**src/rtl/mips_pkg.sv**
```systemverilog
// Shared constants and types for the multicycle MIPS control path:
// opcodes, funct codes, ALU selects, ALU-op requests and FSM state encoding.
package mips_pkg;

    localparam logic [5:0] OP_RTYPE = 6'b000000;
    localparam logic [5:0] OP_LW    = 6'b100011;
    localparam logic [5:0] OP_SW    = 6'b101011;
    localparam logic [5:0] OP_BEQ   = 6'b000100;
    localparam logic [5:0] OP_ADDI  = 6'b001000;
    localparam logic [5:0] OP_J     = 6'b000010;

    localparam logic [5:0] FN_ADD = 6'b100000;
    localparam logic [5:0] FN_SUB = 6'b100010;
    localparam logic [5:0] FN_AND = 6'b100100;
    localparam logic [5:0] FN_OR  = 6'b100101;
    localparam logic [5:0] FN_SLT = 6'b101010;

    localparam logic [2:0] ALU_AND = 3'b000;
    localparam logic [2:0] ALU_OR  = 3'b001;
    localparam logic [2:0] ALU_ADD = 3'b010;
    localparam logic [2:0] ALU_SUB = 3'b110;
    localparam logic [2:0] ALU_SLT = 3'b111;

    // Request from the FSM to the ALU decoder
    localparam logic [1:0] ALUOP_ADD   = 2'b00;
    localparam logic [1:0] ALUOP_SUB   = 2'b01;
    localparam logic [1:0] ALUOP_FUNCT = 2'b10;

    typedef enum logic [3:0] {
        S_FETCH   = 4'd0,
        S_DECODE  = 4'd1,
        S_MEMADR  = 4'd2,
        S_MEMRD   = 4'd3,
        S_MEMWB   = 4'd4,
        S_MEMWR   = 4'd5,
        S_EXECUTE = 4'd6,
        S_ALUWB   = 4'd7,
        S_BRANCH  = 4'd8,
        S_ADDIEX  = 4'd9,
        S_ADDIWB  = 4'd10,
        S_JUMP    = 4'd11
    } state_e;

    function automatic logic op_supported(input logic [5:0] op);
        logic ok;
        case (op)
            OP_RTYPE, OP_LW, OP_SW, OP_BEQ, OP_ADDI, OP_J: ok = 1'b1;
            default:                                       ok = 1'b0;
        endcase
        return ok;
    endfunction

endpackage

```
**src/rtl/alu_decoder.sv**
```systemverilog
// Maps the FSM's ALU-op request plus the R-type funct field onto the 3-bit
// ALU select; valid drops for funct codes the ALU does not implement.
module alu_decoder
    import mips_pkg::*;
(
    input  logic [5:0] funct,
    input  logic [1:0] alu_op,
    output logic [2:0] alu_sel,
    output logic       valid
);

    // ALU select decode
    always_comb begin
        alu_sel = ALU_ADD;
        valid   = 1'b1;
        case (alu_op)
            ALUOP_ADD: alu_sel = ALU_ADD;
            ALUOP_SUB: alu_sel = ALU_SUB;
            ALUOP_FUNCT: begin
                case (funct)
                    FN_ADD:  alu_sel = ALU_ADD;
                    FN_SUB:  alu_sel = ALU_SUB;
                    FN_AND:  alu_sel = ALU_AND;
                    FN_OR:   alu_sel = ALU_OR;
                    FN_SLT:  alu_sel = ALU_SLT;
                    default: begin
                        alu_sel = ALU_ADD;
                        valid   = 1'b0;
                    end
                endcase
            end
            default: alu_sel = ALU_ADD;
        endcase
    end

endmodule

```
**src/rtl/mips_mc_controller.sv**
```systemverilog
// Multicycle MIPS main control FSM: sequences fetch/decode/execute/memory/
// writeback and drives datapath selects, write enables and the ALU select.
module mips_mc_controller
    import mips_pkg::*;
#(
    parameter int OP_W = 6,
    parameter int FN_W = 6
) (
    input  logic            clk,
    input  logic            rst_n,
    input  logic [OP_W-1:0] op,
    input  logic [FN_W-1:0] funct,
    input  logic            zero,
    output logic [2:0]      alu_sel,
    output logic            alu_src_a,
    output logic [1:0]      alu_src_b,
    output logic [1:0]      pc_src,
    output logic            iord,
    output logic            ir_write,
    output logic            mem_write,
    output logic            reg_write,
    output logic            reg_dst,
    output logic            mem_to_reg,
    output logic            pc_en,
    output logic            illegal,
    output logic [3:0]      state_dbg
);

    state_e     state_r;
    state_e     next_state_s;
    logic       bad_funct_r;
    logic [1:0] alu_op_s;
    logic       alu_use_s;
    logic [2:0] dec_sel_s;
    logic       dec_valid_s;
    logic       pc_write_s;
    logic       branch_s;

    alu_decoder u_alu_decoder (
        .funct   (funct),
        .alu_op  (alu_op_s),
        .alu_sel (dec_sel_s),
        .valid   (dec_valid_s)
    );

    // State register
    always_ff @(posedge clk) begin
        if (!rst_n) begin
            state_r <= S_FETCH;
        end else begin
            state_r <= next_state_s;
        end
    end

    // Remembers an unsupported funct from EXECUTE so ALUWB skips its write
    always_ff @(posedge clk) begin
        if (!rst_n) begin
            bad_funct_r <= 1'b0;
        end else if (state_r == S_EXECUTE) begin
            bad_funct_r <= ~dec_valid_s;
        end else if (state_r == S_FETCH) begin
            bad_funct_r <= 1'b0;
        end else begin
            bad_funct_r <= bad_funct_r;
        end
    end

    // Next-state logic
    always_comb begin
        next_state_s = S_FETCH;
        case (state_r)
            S_FETCH: next_state_s = S_DECODE;
            S_DECODE: begin
                case (op)
                    OP_LW, OP_SW: next_state_s = S_MEMADR;
                    OP_RTYPE:     next_state_s = S_EXECUTE;
                    OP_BEQ:       next_state_s = S_BRANCH;
                    OP_ADDI:      next_state_s = S_ADDIEX;
                    OP_J:         next_state_s = S_JUMP;
                    default:      next_state_s = S_FETCH;
                endcase
            end
            S_MEMADR: begin
                if (op == OP_LW) begin
                    next_state_s = S_MEMRD;
                end else if (op == OP_SW) begin
                    next_state_s = S_MEMWR;
                end else begin
                    next_state_s = S_FETCH;
                end
            end
            S_MEMRD:   next_state_s = S_MEMWB;
            S_MEMWB:   next_state_s = S_FETCH;
            S_MEMWR:   next_state_s = S_FETCH;
            S_EXECUTE: next_state_s = S_ALUWB;
            S_ALUWB:   next_state_s = S_FETCH;
            S_BRANCH:  next_state_s = S_FETCH;
            S_ADDIEX:  next_state_s = S_ADDIWB;
            S_ADDIWB:  next_state_s = S_FETCH;
            S_JUMP:    next_state_s = S_FETCH;
            default:   next_state_s = S_FETCH;
        endcase
    end

    // ALU-op request; kept apart from the output decode to avoid a comb loop through the decoder
    always_comb begin
        alu_op_s  = ALUOP_ADD;
        alu_use_s = 1'b0;
        if (!rst_n) begin
            alu_use_s = 1'b1;
        end else begin
            case (state_r)
                S_FETCH, S_DECODE, S_MEMADR, S_ADDIEX: alu_use_s = 1'b1;
                S_EXECUTE: begin
                    alu_op_s  = ALUOP_FUNCT;
                    alu_use_s = 1'b1;
                end
                S_BRANCH: begin
                    alu_op_s  = ALUOP_SUB;
                    alu_use_s = 1'b1;
                end
                default: alu_use_s = 1'b0;
            endcase
        end
    end

    // Moore output decode; reset holds FETCH selects with every enable off
    always_comb begin
        alu_src_a  = 1'b0;
        alu_src_b  = 2'b00;
        pc_src     = 2'b00;
        iord       = 1'b0;
        ir_write   = 1'b0;
        mem_write  = 1'b0;
        reg_write  = 1'b0;
        reg_dst    = 1'b0;
        mem_to_reg = 1'b0;
        pc_write_s = 1'b0;
        branch_s   = 1'b0;
        illegal    = 1'b0;
        if (!rst_n) begin
            alu_src_b = 2'b01;
        end else begin
            case (state_r)
                S_FETCH: begin
                    alu_src_b  = 2'b01;
                    ir_write   = 1'b1;
                    pc_write_s = 1'b1;
                end
                S_DECODE: begin
                    alu_src_b = 2'b11;
                    illegal   = ~op_supported(op);
                end
                S_MEMADR: begin
                    alu_src_a = 1'b1;
                    alu_src_b = 2'b10;
                end
                S_MEMRD: iord = 1'b1;
                S_MEMWB: begin
                    mem_to_reg = 1'b1;
                    reg_write  = 1'b1;
                end
                S_MEMWR: begin
                    iord      = 1'b1;
                    mem_write = 1'b1;
                end
                S_EXECUTE: begin
                    alu_src_a = 1'b1;
                    illegal   = ~dec_valid_s;
                end
                S_ALUWB: begin
                    reg_dst   = 1'b1;
                    reg_write = ~bad_funct_r;
                end
                S_BRANCH: begin
                    alu_src_a = 1'b1;
                    pc_src    = 2'b01;
                    branch_s  = 1'b1;
                end
                S_ADDIEX: begin
                    alu_src_a = 1'b1;
                    alu_src_b = 2'b10;
                end
                S_ADDIWB: reg_write = 1'b1;
                S_JUMP: begin
                    pc_src     = 2'b10;
                    pc_write_s = 1'b1;
                end
                default: alu_src_b = 2'b00;
            endcase
        end
    end

    assign alu_sel   = alu_use_s ? dec_sel_s : ALU_AND;
    assign pc_en     = pc_write_s | (branch_s & zero);
    assign state_dbg = state_r;

endmodule
```
**config.mk**
```make
export PLATFORM = sky130hd
export DESIGN_NAME = mips_mc_controller
export DESIGN_NICKNAME = d
export VERILOG_FILES = /design/src/rtl/mips_pkg.sv /design/src/rtl/alu_decoder.sv /design/src/rtl/mips_mc_controller.sv
export SDC_FILE = /design/constraint.sdc
export NUM_CORES = 1
export LEC_CHECK = 0
export CORE_MARGIN = 10
export CORE_UTILIZATION = 40
export DETAILED_ROUTE_END_ITERATION = 12
export MAX_ROUTING_LAYER = met4
export PLACE_DENSITY = 0.79
export REMOVE_ABC_BUFFERS = 1
export SKIP_CTS_REPAIR_TIMING = 1
export SYNTH_ARGS = -nofsm -noshare
export SYNTH_HDL_FRONTEND = slang
export SYNTH_SLANG_ARGS = --single-unit
```
**constraint.sdc**
```tcl
create_clock -name clk -period 2.3 [get_ports clk]
set_input_delay 0.46 -clock clk [delete_from_list [all_inputs] [get_ports clk]]
set_output_delay 0.46 -clock clk [all_outputs]
set_load 0.02 [all_outputs]
```
==> run metrics <==
number of global-route vias before repair=1045; root buf cell=clkbuf_4; CP Launch Point=funct[1]; Final WS setup=-95.4 ps; wire length per cell=15.8 um; initial antenna violation count=0; max_slew headroom=0.798; Setup crit end kind=output pin; dpl cell area=1250 um^2; CTS Buffer Depth=2; Clock transition at path regs=50 ps; CTS sink count=5; kind of critical path=in2out; Synth Instances=104; GRT Util Overall=0.147; syn_area_per_cell=6.94 um^2; row count=15; drt first-iter violations=10; HPWL Detailed=between 2000 and 2500 um; RSZ-0062 raised after global routing=yes; Cell Count, Final, Fillers Out=187; core area=around 1700 um^2; Slew Limit Fails=0; DP Cell Count=183; Max FO, Critical Path=2; Setup Skew=4.62 ps; worst vdd ir=0.299 mV; Die Width=~62 um; Worst R2R Start=state_dbg[3]; Vias/cell=5.43; gr ovfl total=0; RePlAce Congestion=approximately 0.82; power density cells=263 nW/um^2; Hold Path Class=reg2reg; post-route cell area=1310 um^2; CP max stage delay=440 ps; Die Area=3900 um^2; Slowest cell on crit path=clkdlybuf4s50_1; cells along the critical path=clkdlybuf4s50_1, or3b_4, o21ai_2, a311oi_2, a41o_1, clkbuf_2; IO Pins=35; H-tree depth=1; Max Cap Violations=0; Final Hold Viols=0; Max Clock Freq=417 MHz; Critical R2R Capture=bad_funct_r; Post-synth EDFFs=0; largest net degree at the start of global routing=14; WP data required=around 1800 ps; synthesized area=722 um^2; Reg2Reg Setup Slack=between 800 and 900 ps; failing checks=negative setup slack; number of port buffers=34; drt total wl=2950 um; fin crit period=2400 ps; first-pass GRT wire length=4770 um; worst skew pair latency=260 ps; starting density of the core=0.418; antenna viol nets, final=0; Worst setup SP type=input port; FFs w/ async S/R, synth=0; DRC violations left=0; fin crit share=1.04; CTS Buf Count=3; crit path capture=illegal; Yosys cell types=45; Synthesis Warnings=0; worst r2r path cells=8; routed vias=1016; Worst Tran Pin Value=about 300 ps; Pleak=0.656 nW; ant diodes=0; share of layout cells above drive strength 1=0.309; Most used DFF post-synth=dfxtp_1; CTS tree=yes; Setup-failing EPs final=1; TritonRoute pass-1 iters=4; Nets=180; register area share after synthesis=0.139; outcome=finished with violations; #FFs+latches synth=5; Die Y-Extent=about 62 um; Critical Path AT=1940 ps; area grow syn2layout=81.6%
[through the flow]
| step | TNS, ps | power [mW] | hold slack (ps) | setup WS [ps] | utilization |
|---|---|---|---|---|---|
| after floorplan | -174 | 0.142 | 450 | -80.6 | - |
| after global placement | -3770 | 0.225 | 483 | -601 | 0.723 |
| after detailed placement | -4280 | 0.231 | 513 | -665 | 0.723 |
| after CTS | -4310 | 0.343 | 525 | -674 | 0.738 |
| after global routing | -207 | 0.354 | 551 | -126 | 0.759 |
| final | -95.4 | 0.344 | 526 | -95.4 | 0.759 |
[worst min-delay path by stage]
stage / slack, ps / startpoint / cells past startpoint / endpoint
final: 530 / bad_funct_r / 1 / bad_funct_r
after global routing: 550 / bad_funct_r / 1 / bad_funct_r
after CTS: 530 / bad_funct_r / 1 / bad_funct_r
after detailed placement: 510 / bad_funct_r / 1 / bad_funct_r
after global placement: 480 / bad_funct_r / 1 / bad_funct_r
after floorplan: 450 / bad_funct_r / 1 / bad_funct_r
[metal layers]
| metal | GRT usage | share of wire | vias up |
|---|---|---|---|
| met5 | - | 0 | - |
| met4 | 0.0503 | 0.016 | 0 |
| met3 | 0.0323 | 0.042 | 5 |
| met2 | 0.281 | 0.56 | 28 |
| met1 | 0.140 | 0.38 | 494 |
| li1 | - | - | 489 |
[logic make-up (layout without fill, tap and decap cells)]
group,after synthesis,after routing,synth area share
simple gates,51,51,0.392
buf+inv,13,71,0.102
flops,5,5,0.139
compound gates,30,30,0.296
xor+xnor,3,3,0.0364
fa+ha+maj,2,2,0.0347
[cell usage after synthesis (2+ instances only)]
library cell	instances	area share
nor2_1	15	0.078
a21oi_1	7	0.049
nand2_1	7	0.036
o21ai_0	6	0.042
and3_1	5	0.043
dfxtp_1	5	0.14
inv_1	5	0.026
nand2b_1	5	0.043
buf_4	4	0.042
nor3_1	3	0.021
a21boi_0	2	0.021
a31oi_1	2	0.017
ha_1	2	0.035
nand3_1	2	0.014
nand4_1	2	0.017
nor3_2	2	0.028
xor2_1	2	0.024
[report_power, final]
part | internal (mW) | total, mW | switching [mW] | leakage [nW]
registers | 0.0894 | 0.0927 | 0.00333 | 0.0413
logic | 0.0734 | 0.138 | 0.0648 | 0.600
clock network | 0.0663 | 0.113 | 0.0471 | 0.0150
[sequential cells by signal, indices dropped and copies added, names as in the netlist]
register,flops
bad_funct_r,1
state_dbg,4
[final cells by class]
cell class,count,area [um^2]
clock buffer,4,26.3
fill,142,415
inverter,5,18.8
multi-input combinational,86,569
sequential,5,103
tap,25,31.3
timing repair buffer,62,563
[cells in the final DEF (no fill, tap or decap), types with 2 or more instances in the layout]
cell              n
a21boi_0          2
a21oi_1           7
a31oi_1           2
and3_1            4
buf_4            30
clkbuf_4          3
clkdlybuf4s50_1  22
dfxtp_1           3
dfxtp_2           2
dlymetal6s2s_1    9
ha_1              2
inv_1             5
nand2_1           7
nand2b_1          5
nand3_1           2
nand4_1           2
nor2_1           13
nor2_2            2
nor3_1            3
nor3_2            2
o21ai_0           6
xor2_1            2
[worst max-delay path, delay by kind of cell]
family | cells | cell delay, ps
AOI/OAI and AO/OA | 3 | 460
buffers and inverters | 2 | 590
and+or+nand+nor | 1 | 430
Power figures use the tool's default switching activity.
==> patch (same flow settings) <==
Register the output `illegal`, without a reset; this adds one clock of latency there. The other outputs are not delayed to match.
--- a/src/rtl/mips_mc_controller.sv
+++ b/src/rtl/mips_mc_controller.sv
@@ -26,6 +26,8 @@
     output logic [3:0]      state_dbg
 );
 
+    logic illegal_d;
+
     state_e     state_r;
     state_e     next_state_s;
     logic       bad_funct_r;
@@ -137,7 +139,7 @@
         mem_to_reg = 1'b0;
         pc_write_s = 1'b0;
         branch_s   = 1'b0;
-        illegal    = 1'b0;
+        illegal_d  = 1'b0;
         if (!rst_n) begin
             alu_src_b = 2'b01;
         end else begin
@@ -149,7 +151,7 @@
                 end
                 S_DECODE: begin
                     alu_src_b = 2'b11;
-                    illegal   = ~op_supported(op);
+                    illegal_d = ~op_supported(op);
                 end
                 S_MEMADR: begin
                     alu_src_a = 1'b1;
@@ -166,7 +168,7 @@
                 end
                 S_EXECUTE: begin
                     alu_src_a = 1'b1;
-                    illegal   = ~dec_valid_s;
+                    illegal_d = ~dec_valid_s;
                 end
                 S_ALUWB: begin
                     reg_dst   = 1'b1;
@@ -195,4 +197,8 @@
     assign pc_en     = pc_write_s | (branch_s & zero);
     assign state_dbg = state_r;
 
+    always_ff @(posedge clk) begin
+        illegal <= illegal_d;
+    end
+
 endmodule
Formal check against the unedited RTL: not equivalent (Yosys sat finds a counterexample within 4 cycles, from zero or initial values and one cycle with rst_n low).
==> patch against the original RTL <==
Die area up 0.11%. Setup slack better by 98 ps. Synthesized cell count up 0.96%. Wire length down 5.2%. Sequential cell count up 1. Synthesized area up 0.17%. Worst hold slack worse by 47 ps. Sequential share of layout area up 1.8 points. Final area down 2.6%. Via count down 1.3%. Power down 0.81%. Core utilization down 2.0 points. Critical endpoint is now alu_sel[0].
==> patch: results (changes against the original RTL) <==
| Metric | Value |
|---|---|
| WHS Path Cells | `2 (+1)` |
| NumNets Final | `175 (-2.8%)` |
| Status | `finished, final reports clean` |
| Crit path DAT | `1840 ps (-100 ps)` |
| Leak pwr | `0.613 nW (-6.6%)` |
| Met1 usage | `0.135 (-0.00542)` |
| Met2 wire length | `1.50 mm (-9.7%)` |
| Ranking of synthesized cells by area | `dfxtp_1 (17%), nor2_1 (8.8%), nand2b_1 (6.1%)` |
| Post-synth top cells | `nor2_1 (17), a21oi_1 (8), nand2b_1 (7), dfxtp_1 (6), nor3_1 (6)` |
| GR Util met2 | `0.260 (-0.0205)` |
| Post-route met1 wirelength | `1.13 mm (+0.90%)` |
| Vias/cell | `5.54 (+2.0%)` |
| Post-DP HPWL | `2.23 mm (-7.4%)` |
| Pin count of the biggest net entering global routing | `19 (+5)` |
| Worst r2r path cells | `9 (+1)` |
| Critical Path Start | `state_dbg[3]` |
| Max FFs per register | `4 (unchanged)` |
| WL met3 | `110 µm (-11%)` |
| Skew final | `5.12 ps (+0.505 ps)` |
| WL/cell | `15.5 µm (-2.0%)` |
| Period utilisation layout | `0.999 (-0.0427)` |
| Initial drt markers | `19 (+9)` |
| Crit-path slowest cell | `dfxtp_2` |
| Hold Slack | `479 ps (-47.2 ps)` |
| Worst reg2reg setup slack | `370 ps (-450 ps)` |
| Global-route wire length before repair | `4.53 mm (-5.1%)` |
| CP max FO | `4 (+2)` |
| Antenna violations before repair | `0 (unchanged)` |
| CTS Buffer Depth | `2 (unchanged)` |
| Rel. slew slack | `0.747 (-0.0516)` |
| Max IR drop VDD | `0.234 mV (-22%)` |
| Worst slack, placed | `-838 ps (-172 ps)` |
| CP Capture Point | `alu_sel[0]` |
| Vias in the first global route | `1008 (-3.5%)` |
| Crit-path leading delay family | `simple AND/OR/NAND/NOR gates` |
[patch: cells by family (layout without fill, tap and decap cells)]
kind of cell	after synthesis	count (layout)	share of synthesized area
adder cells (fa/ha/maj)	2	2	0.0346
buffers and inverters	10	61	0.0571
flip-flops	6	6	0.166
AO/OA/AOI/OAI	27	27	0.242
XOR/XNOR	2	2	0.0242
AND/OR/NAND/NOR	58	58	0.476
[patch: layout make-up]
class / count / area [µm²]
fill: 145 / 449
tap: 25 / 31.3
timing repair buffer: 54 / 505
clock buffer: 3 / 22.5
sequential: 6 / 123
inverter: 4 / 15.0
multi-input combinational: 89 / 581
[patch: report_power, final]
part	total (mW)	internal [mW]	switching, mW
clock network	0.102	0.0593	0.0426
logic	0.129	0.0666	0.0628
registers	0.110	0.108	0.00271
[patch: through the flow]
step           instance area (µm²)  instances
2_1_floorplan                  697         99
3_3_place_gp                  1220        178
3_5_place_dp                  1220        178
4_1_cts                       1240        181
5_1_grt                       1280        181
6_report                      1280        181
